==> src/rtl/phase_driver.sv <==
// phase_driver
// Turns the phase number from the step generator into a one-hot coil drive,
// inserting a programmable dead time (all coils off) between patterns, and
// keeps a signed step position plus a sticky fault flag.
//
// Ports
//   clk       in   sole clock, rising edge
//   reset     in   asynchronous, active-low
//   cs        in   3  phase state: 0 idle, 1..4 phases, 5..7 illegal
//   dead_len  in   4  dead-time length in clk cycles, sampled on a change
//   coil      out  4  registered one-hot coil drive (bit0 = phase1)
//   pos       out  POS_W registered signed step position (wraps)
//   busy      out  1  high while dead time is running
//   fault     out  1  sticky: illegal cs or non-adjacent phase jump
//
// state    | meaning
// ST_IDLE  | coils off, waiting for a phase
// ST_DEAD  | coils off, counting dead time before the new pattern
// ST_DRIVE | coil = pattern of the last accepted phase
module phase_driver #(
   parameter int POS_W = 16
) (
   input  logic             clk,
   input  logic             reset,
   input  logic [2:0]       cs,
   input  logic [3:0]       dead_len,
   output logic [3:0]       coil,
   output logic [POS_W-1:0] pos,
   output logic             busy,
   output logic             fault
);

   typedef enum logic [1:0] {
      ST_IDLE  = 2'd0,
      ST_DEAD  = 2'd1,
      ST_DRIVE = 2'd2
   } state_t;

   state_t           r_state;
   state_t           w_state_nxt;
   logic [2:0]       r_cs_q;
   logic [3:0]       r_dead_cnt;
   logic [3:0]       w_dead_cnt_nxt;
   logic [3:0]       r_coil;
   logic [3:0]       w_coil_nxt;
   logic [POS_W-1:0] r_pos;
   logic [POS_W-1:0] w_pos_nxt;
   logic             r_fault;
   logic             w_fault_nxt;

   logic w_change;
   logic w_new_phase;
   logic w_old_phase;
   logic w_fwd;
   logic w_rev;
   logic w_illegal;

   function automatic logic [3:0] pattern(input logic [2:0] p);
      case (p)
         3'd1:    pattern = 4'b0001;
         3'd2:    pattern = 4'b0010;
         3'd3:    pattern = 4'b0100;
         3'd4:    pattern = 4'b1000;
         default: pattern = 4'b0000;
      endcase
   endfunction

   function automatic logic [2:0] next_phase(input logic [2:0] p);
      next_phase = (p == 3'd4) ? 3'd1 : p + 3'd1;
   endfunction

   assign w_change    = (cs != r_cs_q);
   assign w_new_phase = (cs >= 3'd1) && (cs <= 3'd4);
   assign w_old_phase = (r_cs_q >= 3'd1) && (r_cs_q <= 3'd4);
   assign w_fwd       = (cs == next_phase(r_cs_q));
   assign w_rev       = (r_cs_q == next_phase(cs));
   assign w_illegal   = (cs > 3'd4);

   always_comb begin
      w_state_nxt    = r_state;
      w_dead_cnt_nxt = r_dead_cnt;
      w_pos_nxt      = r_pos;
      w_fault_nxt    = r_fault;

      if (w_change) begin
         if (w_new_phase && w_old_phase) begin
            if (w_fwd)
               w_pos_nxt = r_pos + POS_W'(1);
            else if (w_rev)
               w_pos_nxt = r_pos - POS_W'(1);
            else
               w_fault_nxt = 1'b1;
         end

         if (w_illegal) begin
            w_state_nxt    = ST_IDLE;
            w_dead_cnt_nxt = 4'd0;
            w_fault_nxt    = 1'b1;
         end else if (cs == 3'd0) begin
            w_state_nxt    = ST_IDLE;
            w_dead_cnt_nxt = 4'd0;
         end else if (dead_len == 4'd0) begin
            w_state_nxt    = ST_DRIVE;
            w_dead_cnt_nxt = 4'd0;
         end else begin
            // Counter holds remaining cycles after this edge, so a length of
            // N yields exactly N samples with coils off.
            w_state_nxt    = ST_DEAD;
            w_dead_cnt_nxt = dead_len - 4'd1;
         end
      end else begin
         case (r_state)
            ST_DEAD: begin
               if (r_dead_cnt == 4'd0)
                  w_state_nxt = ST_DRIVE;
               else
                  w_dead_cnt_nxt = r_dead_cnt - 4'd1;
            end
            default: ;
         endcase
      end

      // cs_q takes cs every edge, so the pattern after the edge is pattern(cs).
      w_coil_nxt = (w_state_nxt == ST_DRIVE) ? pattern(cs) : 4'b0000;
   end

   always_ff @(posedge clk or negedge reset) begin
      if (!reset) begin
         r_state    <= ST_IDLE;
         r_cs_q     <= 3'd0;
         r_dead_cnt <= 4'd0;
         r_coil     <= 4'b0000;
         r_pos      <= '0;
         r_fault    <= 1'b0;
      end else begin
         r_state    <= w_state_nxt;
         r_cs_q     <= cs;
         r_dead_cnt <= w_dead_cnt_nxt;
         r_coil     <= w_coil_nxt;
         r_pos      <= w_pos_nxt;
         r_fault    <= w_fault_nxt;
      end
   end

   assign coil  = r_coil;
   assign pos   = r_pos;
   assign busy  = (r_state == ST_DEAD);
   assign fault = r_fault;

endmodule

==> config.mk <==
export PLATFORM = sky130hd
export DESIGN_NAME = phase_driver
export DESIGN_NICKNAME = d
export VERILOG_FILES = /design/src/rtl/phase_driver.sv
export SDC_FILE = /design/constraint.sdc
export NUM_CORES = 1
export LEC_CHECK = 0
export CAP_MARGIN = 20
export CORE_ASPECT_RATIO = 0.8
export CORE_MARGIN = 5
export CORE_UTILIZATION = 64
export CTS_CLUSTER_SIZE = 8
export DETAILED_ROUTE_END_ITERATION = 7
export DONT_BUFFER_PORTS = 1
export PLACE_DENSITY = 0.8
export SLEW_MARGIN = 20
export SYNTH_ARGS = -nofsm -noshare
export SYNTH_HDL_FRONTEND = slang
export SYNTH_SLANG_ARGS = --single-unit
==> constraint.sdc <==
create_clock -name clk -period 4.1 [get_ports clk]
set_input_delay 0.41 -clock clk [delete_from_list [all_inputs] [get_ports clk]]
set_output_delay 0.41 -clock clk [all_outputs]
set_load 0.01 [all_outputs]
==> qor.yml, run 1 <==
logic_synthesis:
  synth_sequential_area_ratio_pct: 32.2
  synth_warnings: 0
  synth_top_cells_by_count: "dfrtp_1 (30), ha_1 (25), a21oi_1 (18), inv_1 (18), o21ai_0 (18)"
  synthCells: 245
  netlist_top_cells_area: "dfrtp_1 (32%), ha_1 (13%), xnor2_1 (4.5%), a21oi_1 (3.9%), o21ai_0 (3.9%)"
  yosys.area_share.adder_pct: 14.3
  synth_largest_area_cell: "dfrtp_1"
  synth_compound_gate_area_share_pct: 21.6
  postSynthAreaPerCell_um2: 9.50
  yosys_cell_types: 51
  synth_enable_flop_cells: 0
  syn-cell-area_um2: 2330
  number_of_synthesized_register_bits: 30
  synth-xor-area-share_pct: 7.15
  yosysMostFrequentCell: "dfrtp_1"
  yosys_most_used_dff: "dfrtp_1"
  largest_family_of_logic_cells_by_synthesized_area: "compound AO/OA/AOI/OAI gates"
  synth_top_cell_area_share_pct: 32.2
  postSynth.asyncResetShare_pct: 100
  synth_nets: 280
  synth_simple_gate_area_share_pct: 13.7
  muxShareOfSynthArea_pct: 6.61
sta:
  timing.final.max_slew_violations: 0
  worst_pin_slew_ns: 0.720
  setup_total_negative_slack_ns: 0
  fmax_mhz: 260
  timing.max_slew.rel_slack_pct: 52.0
  layout_min_cycle_time_ns: 3.85
  timing.hold.ws_ns: 0.153
  number_of_hold_slack_violations_in_the_final_timing_report: 0
  clock-skew-final_ns: 0.00500
  min_period_over_period_pct: 93.9
  rsz_0062_raised_after_global_routing: "false"
  finalSetupViolCount: 0
floorplanning:
  dieWidth_um: 77.4
  core.rowCount: 19
  die_area_um2: 4950
  io_pins: 31
  die_height_um: 64.0
  initial_utilization_pct: 67.1
  core_area_um2: 3470
place:
  port_buffers: 0
  dp_hpwl_mm: 3.47
  finalWeightedCongestion: 0.873
  post_dp_cell_area_um2: 2350
global_routing:
  grt_max_degree: 31
  grt_antenna_before_repair: 0
  grt-ovfl-total: 0
  wire_length_of_the_first_global_routing_pass_mm: 8.02
  grt_pass1_vias: 1700
  grt.total_usage_pct: 19.9
setup_path:
  crit_required_ns: 4.27
  path_class: "flop to flop"
  worst-endpoint-arrival_ns: 4.02
  crit_path_start_kind: "flop"
  worst_setup_path_end_kind: "flop"
  timing.critical_path.fanout_max: 10
finish:
  antenna-diode-count: 0
  post-route-cell-area_um2: 2480
  nets: 285
  area_growth_pct: 6.72
  layout-drive-gt1-share_pct: 9.96
detailed_routing:
  routed-via-count: 1812
  drt_pre_antenna_iters: 4
  drt_drc_violations_left: 0
  route.final.wire_length_mm: 4.74
  avgViaCountPerCell: 6.18
  drt-initial-drc-count: 85
  detail-route-antenna-nets: 0
  avgRoutedWirePerCell_um: 16.2
clock_tree:
  insertion_delay_ns: 0.28
  htree_levels: 2
  cts_setup_buffers: 0
  root_buffer: "clkbuf_8"
  clk_pin_slew_worst_paths_ns: 0.06
  cts.sink_count: 30
  cts_inserted_buffers: 5
  clockBufferDepth: 2
  cts_tree: "done"
pwr:
  cellInternalPower_uw: 992
  irDropWorstVdd_uv: 455
  p_seq_share_pct: 29.7
  power_per_cell_area_nw_per_um2: 711
  share_comb_of_total_power_pct: 56.3
  power_leakage_uw: 0.00111
  switching_share_of_power_pct: 43.9
  power.clock.fraction_pct: 14.1
  p_sw_uw: 775
  power_uw: 1770
worst_hold_path:
  hp-class: "input pin to flop"
job:
  timing.max_cap.violations: 0
outcome:
  status: "finished clean"
power by group through the flow:
stage | clock network [uW] | registers [uW] | logic (uW)
finish | 249 | 524 | 994
global route | 272 | 541 | 1100
CTS | 256 | 528 | 974
detailed placement | 0 | 533 | 953
global placement | 0 | 529 | 939
floorplan | 0 | 499 | 818
critical path, cell delays in order, from the launching register on:
cell	delay (ns)
dfrtp_1	0.45
inv_1	0.10
ha_1	0.22
or3b_1	0.40
and3_1	0.20
or4_4	0.62
ha_1	0.32
a211oi_1	0.23
o21ai_0	0.22
o2111ai_1	0.39
nand2_1	0.16
xor2_1	0.17
mux2_4	0.25
sequential cells by signal (all words and copies together), names as in the netlist:
name / count
pos: 16
coil: 4
r_dead_cnt: 4
r_state: 2
fault: 1
r_cs_q: 3
per-layer routing:
layer	vias to the layer above	GRT usage [%]	wire length (um)
met3	9	6.74	295
met4	0	6.65	68
met2	51	29.9	2180
met1	851	27.0	2200
met5	-	0	0
li1	901	-	-
what timing repair did:
item | 4_1_cts | 5_1_grt
endpoints found under the setup margin | 0 | 5
resized for setup | 0 | 2
hold buffers | 2 | 0
hold endpoints to repair | 30 | 0
path summary, 6_finish.rpt:
check	end	cells past startpoint	slack, ns	start
setup / recovery	pos[9]$_DFFE_PN0P_	12	0.25	r_cs_q[0]$_DFF_PN0_
hold / removal	r_cs_q[1]$_DFF_PN0_	0	0.15	cs[1]
setup reg to reg	pos[9]$_DFFE_PN0P_	12	0.25	r_cs_q[0]$_DFF_PN0_
hold reg to reg	pos[15]$_DFFE_PN0P_	1	0.55	pos[15]$_DFFE_PN0P_
max in group asynchronous	pos[1]$_DFFE_PN0P_	2	3.35	reset
min in group asynchronous	r_state[0]$_DFF_PN0_	2	0.58	reset
placed cells by master, fill, tap and decap left out, drive strengths merged, types with 2 or more instances in the layout:
cell type  instances
dfrtp             30
ha                25
inv               18
a21oi             18
o21ai             18
nand2             15
xnor2             12
nor2              12
mux2              10
xor2               7
clkbuf             7
o21a               6
nor2b              5
a21o               5
o22ai              5
nand2b             4
and3               4
nor3b              3
and2               3
mux2i              3
o31a               3
nor4               3
o31ai              3
nand3              2
a2111oi            2
nor3               2
or4                2
o2111ai            2
a31oi              2
buf                2
final cells by class:
class | count | area [um^2]
clock inverters | 1 | 5.00
repair buffers | 3 | 37.5
multi-input cells | 192 | 1490
clock buffers | 7 | 86.3
fillers | 271 | 986
well taps | 42 | 52.6
inverters | 18 | 67.6
flip-flops and latches | 30 | 751
metrics by stage:
step	instances	setup slack (ns)	util (%)
CTS	293	0.0931	71.3
detailed placement	283	0.174	67.8
global route	293	0.0466	71.6
global placement	283	0.275	67.8
floorplan	245	0.496	-
finish	293	0.251	71.6
cells by family after synthesis:
family | after synthesis
AO/OA/AOI/OAI | 74
XOR/XNOR | 19
adder cells (fa/ha/maj) | 26
buffers and inverters | 23
flip-flops | 30
multiplexers | 13
AND/OR/NAND/NOR | 60
Power figures use the tool's default switching activity.
==> run 2: changes to the inputs <==
--- a/config.mk
+++ b/config.mk
@@ -5,6 +5,7 @@
 export SDC_FILE = /design/constraint.sdc
 export NUM_CORES = 1
 export LEC_CHECK = 0
+export ABC_AREA = 1
 export CAP_MARGIN = 20
 export CORE_ASPECT_RATIO = 0.8
 export CORE_MARGIN = 5
==> qor.yml, run 2 <==
setup_path:
  crit_path_start: "r_cs_q[1]$_DFF_PN0_"  # was r_cs_q[0]$_DFF_PN0_
  cpMostUsedCell: "nand2_1"  # was ha_1
  critPathMaxStageDelay_ns: 0.45  # was 0.62 ns
  crit_required_ns: 4.27  # about the same
  worst-endpoint-arrival_ns: 3.05  # was 4.02 ns
  regToRegStartpoint: "r_cs_q[1]$_DFF_PN0_"  # was r_cs_q[0]$_DFF_PN0_
  crit_path_start_kind: "flop"  # unchanged
  timing.critical_path.fanout_max: 19  # was 10
  path_class: "flop to flop"  # unchanged
  critical-path-top-delay-family: "simple AND/OR/NAND/NOR gates"  # unchanged
  critical_path_buf_inv_count: 2  # was 1
  critical-path-slowest-cell: "ha_1"  # was or4_4
  cp_cell_sequence: "inv_1, ha_1, inv_1, nand2_1, nand2_2, nor2_4, nand3_4, ha_1, nand2_1, nor2_1, nor2_1, o21bai_1, nand2_1, nand2_1, nand2_1, nand3_1, nand2_1"  # was inv_1, ha_1, or3b_1, and3_1, or4_4, ha_1, a211oi_1, o21ai_0, o2111ai_1, nand2_1, xor2_1, mux2_4
  worst_setup_path_end_kind: "flop"  # unchanged
place:
  finalWeightedCongestion: 0.947  # was 0.873
  dpl_worst_slack_ns: 1.28  # was 0.174 ns
  port_buffers: 0  # unchanged
  dp_hpwl_mm: 4.01  # was 3.47 mm
  post_dp_cell_area_um2: 2660  # was 2350 um^2
sta:
  timing.final.ws_setup_ns: 1.22  # was 0.251 ns
  rsz_0062_raised_after_global_routing: "false"  # unchanged
  fmax_mhz: 348  # was 260 MHz
  min_period_over_period_pct: 70.2  # was 93.9%
  layout_min_cycle_time_ns: 2.88  # was 3.85 ns
  timing.final.max_slew_violations: 0  # unchanged
  timing.hold.ws_ns: 0.148  # was 0.153 ns
  worst_pin_slew_ns: 0.342  # was 0.720 ns
  clock-skew-final_ns: 0.00724  # was 0.00500 ns
  finalSetupViolCount: 0  # unchanged
  timing.max_slew.rel_slack_pct: 77.1  # was 52.0%
  number_of_hold_slack_violations_in_the_final_timing_report: 0  # unchanged
  setup_total_negative_slack_ns: 0  # unchanged
pwr:
  share_comb_of_total_power_pct: 56.9  # was 56.3%
  p_sw_uw: 909  # was 775 uW
  irDropWorstVdd_uv: 419  # was 455 uV
  p_seq_share_pct: 27.8  # was 29.7%
  power.clock.fraction_pct: 15.4  # was 14.1%
  switching_share_of_power_pct: 48.6  # was 43.9%
  power_leakage_uw: 0.00151  # was 0.00111 uW
  power_per_cell_area_nw_per_um2: 670  # was 711 nW/um^2
  cellInternalPower_uw: 963  # was 992 uW
finish:
  area_growth_pct: 5.98  # was 6.72%
  post-route-cell-area_um2: 2800  # was 2480 um^2
  layout-drive-gt1-share_pct: 15.3  # was 9.96%
  number_of_flip_flops_in_the_largest_register: 16  # unchanged
  antenna-diode-count: 0  # unchanged
  layout_commonest_cell: "nand2_1"  # was dfrtp_1
  nets: 394  # was 285
  highest_count_cells_in_the_layout_ignoring_fill_and_taps: "nand2_1 (102), inv_1 (46), dfrtp_1 (30)"  # was dfrtp_1 (30), ha_1 (25), inv_1 (18), a21oi_1 (18), o21ai_0 (18)
  fillers: 312  # was 271
logic_synthesis:
  yosys_cell_types: 36  # was 51
  synth_warnings: 0  # unchanged
  syn-cell-area_um2: 2640  # was 2330 um^2
  yosysMostFrequentCell: "nand2_1"  # was dfrtp_1
  synth_simple_gate_area_share_pct: 36.2  # was 13.7%
  synth_largest_area_cell: "dfrtp_1"  # unchanged
  largest_family_of_logic_cells_by_synthesized_area: "simple AND/OR/NAND/NOR gates"  # was compound AO/OA/AOI/OAI gates
  yosys_most_used_dff: "dfrtp_1"  # unchanged
  synth-xor-area-share_pct: 4.65  # was 7.15%
  synth_top_cells_by_count: "nand2_1 (102), inv_1 (46), dfrtp_1 (30), nor2_1 (28), ha_1 (25)"  # was dfrtp_1 (30), ha_1 (25), a21oi_1 (18), inv_1 (18), o21ai_0 (18)
  muxShareOfSynthArea_pct: 0  # was 6.61%
  synth_enable_flop_cells: 0  # unchanged
  netlist_top_cells_area: "dfrtp_1 (28%), nand2_1 (15%), ha_1 (12%), inv_1 (6.5%), nor2_1 (4.0%)"  # was dfrtp_1 (32%), ha_1 (13%), xnor2_1 (4.5%), a21oi_1 (3.9%), o21ai_0 (3.9%)
  yosys.area_share.adder_pct: 12.6  # was 14.3%
  synthCells: 353  # was 245
  postSynth.asyncResetShare_pct: 100  # unchanged
  synth_sequential_area_ratio_pct: 28.5  # was 32.2%
  postSynthAreaPerCell_um2: 7.47  # was 9.50 um^2
  synth_nets: 388  # was 280
  number_of_synthesized_register_bits: 30  # unchanged
  synth_top_cell_area_share_pct: 28.5  # was 32.2%
  synth_compound_gate_area_share_pct: 8.59  # was 21.6%
floorplanning:
  die_area_um2: 5510  # was 4950 um^2
  die_height_um: 67.4  # was 64.0 um
  core_area_um2: 3880  # was 3470 um^2
  dieWidth_um: 81.8  # was 77.4 um
  core.rowCount: 20  # was 19
  io_pins: 31  # unchanged
  initial_utilization_pct: 68.0  # was 67.1%
detailed_routing:
  route.final.wire_length_mm: 5.26  # was 4.74 mm
  drt-initial-drc-count: 146  # was 85
  avgViaCountPerCell: 5.32  # was 6.18
  avgRoutedWirePerCell_um: 12.7  # was 16.2 um
  drt_pre_antenna_iters: 4  # unchanged
  routed-via-count: 2207  # was 1812
  detail-route-antenna-nets: 0  # unchanged
  drt_drc_violations_left: 0  # unchanged
clock_tree:
  clk_pin_slew_worst_paths_ns: 0.07  # was 0.06 ns
  cts_inserted_buffers: 5  # unchanged
  post_cts_resize_count: 0  # unchanged
  cts_tree: "done"  # unchanged
  root_buffer: "clkbuf_8"  # unchanged
  insertion_delay_ns: 0.29  # was 0.28 ns
  clockBufferDepth: 2  # unchanged
  htree_levels: 2  # unchanged
  cts.sink_count: 30  # unchanged
global_routing:
  grt_max_degree: 31  # unchanged
  grt_antenna_before_repair: 0  # unchanged
  grt_pass1_vias: 2054  # was 1700
  wire_length_of_the_first_global_routing_pass_mm: 9.08  # was 8.02 mm
  grt.total_usage_pct: 21.3  # was 19.9%
  grt-ovfl-total: 0  # unchanged
worst_hold_path:
  hold_start: "cs[2]"  # was cs[1]
  hp-class: "input pin to flop"  # unchanged
job:
  timing.max_cap.violations: 0  # unchanged
outcome:
  status: "finished clean"  # unchanged
-- run 2: cell count changes in the layout (fill, tap and decap cells not counted), moves of 5 or more --
cell | previous run | this run
nand2_2 | 0 | 16
o21ai_2 | 0 | 8
mux2_2 | 7 | 0
xnor2_1 | 12 | 5
o21ai_0 | 18 | 3
o21a_1 | 6 | 0
nor2_1 | 12 | 28
inv_2 | 0 | 5
nand3_1 | 2 | 19
nor2b_1 | 5 | 0
inv_1 | 18 | 46
nand2_1 | 15 | 102
-- run 2: final cells by class --
class,instances,area [um^2],share of cell area [%]
Inverter,52,198,7.07
Tap cell,55,68.8,2.46
Clock buffer,8,110,3.94
Sequential cell,30,751,26.9
Timing Repair Buffer,2,30.0,1.07
Multi-Input combinational cell,268,1640,58.6
-- run 2: cells by family (layout without fill, tap and decap cells) --
| kind of cell | count (synthesis) | after routing |
|---|---|---|
| fa+ha+maj | 26 | 26 |
| simple gates | 194 | 194 |
| flops | 30 | 30 |
| xor+xnor | 14 | 14 |
| compound gates | 34 | 34 |
| buf+inv | 55 | 62 |
-- run 2: power by group through the flow --
stage | registers (uW) | clock network (uW) | logic, uW
2_1_floorplan | 494 | 0 | 885
3_3_place_gp | 523 | 0 | 1020
3_5_place_dp | 528 | 0 | 1040
4_1_cts | 522 | 292 | 1060
5_1_grt | 536 | 306 | 1220
6_report | 520 | 287 | 1060
-- run 2: layer usage --
layer	track usage, %	vias to the layer above	routed length, um
met3	4.80	18	316
met4	7.47	0	117
met5	0	-	0
met1	30.2	991	2590
met2	31.8	64	2240
li1	-	1134	-
-- run 2: worst reg2reg max path, stage by stage, from the launching register on --
cell      delay [ns]
dfrtp_1         0.43
inv_1           0.10
ha_1            0.30
inv_1           0.04
nand2_1         0.08
nand2_2         0.07
nor2_4          0.12
nand3_4         0.27
ha_1            0.45
nand2_1         0.08
nor2_1          0.09
nor2_1          0.07
o21bai_1        0.30
nand2_1         0.13
nand2_1         0.08
nand2_1         0.04
nand3_1         0.06
nand2_1         0.05
-- run 2: worst paths after layout --
path                                        to  slack (ns)  cells past startpoint
setup / recovery           pos[10]$_DFFE_PN0P_        1.22                     17
hold / removal             r_cs_q[2]$_DFF_PN0_        0.15                      0
setup reg to reg           pos[10]$_DFFE_PN0P_        1.22                     17
hold reg to reg              fault$_DFFE_PN0P_        0.54                      2
max in group asynchronous  pos[14]$_DFFE_PN0P_        3.36                      2
min in group asynchronous   pos[8]$_DFFE_PN0P_        0.57                      2
-- run 2: repair_timing --
| item | CTS | global route |
|---|---|---|
| hold buffers | 2 | 0 |
| endpoints found under the hold margin | 30 | 0 |
| buffers inserted | 0 | 0 |
-- run 2: through the flow --
stage	power, uW	cells	util, %
floorplan	1380	353	-
global placement	1540	405	68.5
detailed placement	1570	405	68.5
CTS	1870	415	72.1
global route	2060	415	72.1
finish	1870	415	72.1
==> run 3: changes to the inputs <==
--- a/config.mk
+++ b/config.mk
@@ -9,11 +9,11 @@
 export CAP_MARGIN = 20
 export CORE_ASPECT_RATIO = 0.8
 export CORE_MARGIN = 5
-export CORE_UTILIZATION = 64
+export CORE_UTILIZATION = 58
 export CTS_CLUSTER_SIZE = 8
 export DETAILED_ROUTE_END_ITERATION = 7
 export DONT_BUFFER_PORTS = 1
-export PLACE_DENSITY = 0.8
+export PLACE_DENSITY = 0.76
 export SLEW_MARGIN = 20
 export SYNTH_ARGS = -nofsm -noshare
 export SYNTH_HDL_FRONTEND = slang
==> constraint.sdc (replaced) <==
create_clock -name clk -period 2.6 [get_ports clk]
set_input_delay 0.26 -clock clk [delete_from_list [all_inputs] [get_ports clk]]
set_output_delay 0.26 -clock clk [all_outputs]
set_load 0.01 [all_outputs]
==> qor.yml, run 3 (synthesis results as in run 2) <==
setup_path:
  worst-endpoint-arrival_ns: 2.72  # was 3.05 ns
  crit_path_start_kind: "flop"  # unchanged
  worst_setup_path_end_kind: "flop"  # unchanged
  crit_required_ns: 2.77  # was 4.27 ns
  path_class: "flop to flop"  # unchanged
  timing.reg2reg.setup_slack_ns: 0.04  # was 1.22 ns
  timing.critical_path.fanout_max: 5  # was 19
sta:
  rsz_0062_raised_after_global_routing: "true"  # was false
  number_of_hold_slack_violations_in_the_final_timing_report: 0  # unchanged
  timing.hold.ws_ns: 0.158  # was 0.148 ns
  worst_pin_slew_ns: 0.359  # was 0.342 ns
  min_period_over_period_pct: 98.4  # was 70.2%
  timing.final.ws_setup_ns: 0.0429  # was 1.22 ns
  timing.max_slew.rel_slack_pct: 76.1  # was 77.1%
  fmax_mhz: 391  # was 348 MHz
  clock-skew-final_ns: 0.00487  # was 0.00724 ns
  timing.final.max_slew_violations: 0  # unchanged
  finalSetupViolCount: 0  # unchanged
  layout_min_cycle_time_ns: 2.56  # was 2.88 ns
finish:
  area_growth_pct: 22.2  # was 5.98%
  antenna-diode-count: 0  # unchanged
  number_of_flip_flops_in_the_largest_register: 16  # unchanged
  highest_count_cells_in_the_layout_ignoring_fill_and_taps: "nand2_1 (95), inv_1 (45), dfrtp_1 (30)"  # was nand2_1 (102), inv_1 (46), dfrtp_1 (30)
  layout_commonest_cell: "nand2_1"  # unchanged
  nets: 410  # was 394
  post-route-cell-area_um2: 3220  # was 2800 um^2
  layout-drive-gt1-share_pct: 26.9  # was 15.3%
floorplanning:
  dieWidth_um: 85.4  # was 81.8 um
  initial_utilization_pct: 58.8  # was 68.0%
  die_height_um: 70.3  # was 67.4 um
  die_area_um2: 6000  # was 5510 um^2
  core_area_um2: 4490  # was 3880 um^2
  io_pins: 31  # unchanged
  core.rowCount: 22  # was 20
clock_tree:
  clk_pin_slew_worst_paths_ns: 0.07  # about the same
  htree_levels: 2  # unchanged
  cts_inserted_buffers: 5  # unchanged
  clockBufferDepth: 2  # unchanged
  cts_tree: "done"  # unchanged
  root_buffer: "clkbuf_8"  # unchanged
  insertion_delay_ns: 0.28  # was 0.29 ns
  cts.sink_count: 30  # unchanged
detailed_routing:
  drt_drc_violations_left: 0  # unchanged
  detail-route-antenna-nets: 0  # unchanged
  route.final.wire_length_mm: 6.38  # was 5.26 mm
  avgViaCountPerCell: 5.29  # was 5.32
  routed-via-count: 2306  # was 2207
  drt-initial-drc-count: 135  # was 146
  drt_pre_antenna_iters: 4  # unchanged
  avgRoutedWirePerCell_um: 14.6  # was 12.7 um
global_routing:
  grt_antenna_before_repair: 0  # unchanged
  grt_pass1_vias: 2185  # was 2054
  grt_max_degree: 31  # unchanged
  grt.total_usage_pct: 20.2  # was 21.3%
  wire_length_of_the_first_global_routing_pass_mm: 9.65  # was 9.08 mm
  grt-ovfl-total: 0  # unchanged
place:
  dpl_worst_slack_ns: 0.0225  # was 1.28 ns
  dp_hpwl_mm: 4.27  # was 4.01 mm
  post_dp_cell_area_um2: 2750  # was 2660 um^2
  port_buffers: 0  # unchanged
  finalWeightedCongestion: 0.945  # was 0.947
worst_hold_path:
  hp-class: "input pin to flop"  # unchanged
pwr:
  power_per_cell_area_nw_per_um2: 1090  # was 670 nW/um^2
  power_leakage_uw: 0.00162  # was 0.00151 uW
  irDropWorstVdd_uv: 612  # was 419 uV
outcome:
  status: "finished clean"  # unchanged
job:
  timing.max_cap.violations: 0  # unchanged
run 3: cell types whose count changed in the layout (fill, tap and decap cells not counted), moves of 4 or more:
cell     before  now
buf_4         0    9
nand2_2      16   23
ha_4          0   14
nand2_1     102   95
nand3_1      19   15
ha_1         25   11
nand3_2       1    5
run 3: power by group:
part | internal, uW | switching [uW] | leakage (uW) | total, uW
clock network | 287 | 186 | 0.0000524 | 473
logic | 939 | 1230 | 0.00119 | 2170
registers | 599 | 270 | 0.000374 | 869
total | 1820 | 1680 | 0.00162 | 3510
run 3: layout make-up:
class | instances | area (um^2)
clock buffer | 7 | 76.3
timing repair buffer | 18 | 204
inverter | 52 | 198
multi-input combinational | 268 | 1890
tap | 60 | 75.1
sequential | 30 | 751
clock inverter | 1 | 30.0
fill | 332 | 1260
run 3: timing repair:
item | in CTS | in global routing
hold buffers | 5 | 0
gates resized for setup | 4 | 35
cloned | 0 | 1
pin swaps | 0 | 6
hold endpoints to repair | 33 | 0
buffers inserted | 0 | 2
setup endpoints to repair | 3 | 11
run 3: critical path, stage by stage (launching register included):
cell and delay [ns]:
dfrtp_1 0.40, inv_2 0.07, ha_4 0.27, inv_2 0.03, nand2_2 0.05, nand2_2 0.06, nor2_4 0.12, nand3_4 0.16
buf_12 0.17, ha_4 0.22, or2_2 0.32, nand3b_1 0.11, nand2_2 0.10, xnor2_1 0.27, o21ai_2 0.09
run 3: path summary, 6_finish.rpt:
check | from | end | depth (start not counted)
hold reg to reg | fault$_DFFE_PN0P_ | fault$_DFFE_PN0P_ | 2
hold / removal | cs[2] | coil[1]$_DFF_PN0_ | 3
setup reg to reg | r_cs_q[0]$_DFF_PN0_ | pos[5]$_DFFE_PN0P_ | 14
max in group asynchronous | reset | pos[7]$_DFFE_PN0P_ | 2
min in group asynchronous | reset | coil[3]$_DFF_PN0_ | 2
setup / recovery | r_cs_q[0]$_DFF_PN0_ | pos[5]$_DFFE_PN0P_ | 14
run 3: metal layers:
metal / GRT usage, % / wire length [um] / part of all wire, %
met1: 27.3 / 2860 / 45
met2: 31.5 / 3060 / 48
met3: 5.07 / 417 / 6.5
met4: 6.33 / 43 / 0.67
met5: 0 / 0 / 0
run 3: per-stage QoR:
step | std cells | setup TNS, ns | util (%) | power [uW]
2_1_floorplan | 353 | 0 | - | 2170
5_1_grt | 436 | -0.298 | 71.8 | 3800
3_3_place_gp | 420 | 0 | 61.3 | 2510
4_1_cts | 433 | 0 | 65.9 | 3110
3_5_place_dp | 420 | 0 | 61.3 | 2550
6_report | 436 | 0 | 71.8 | 3510
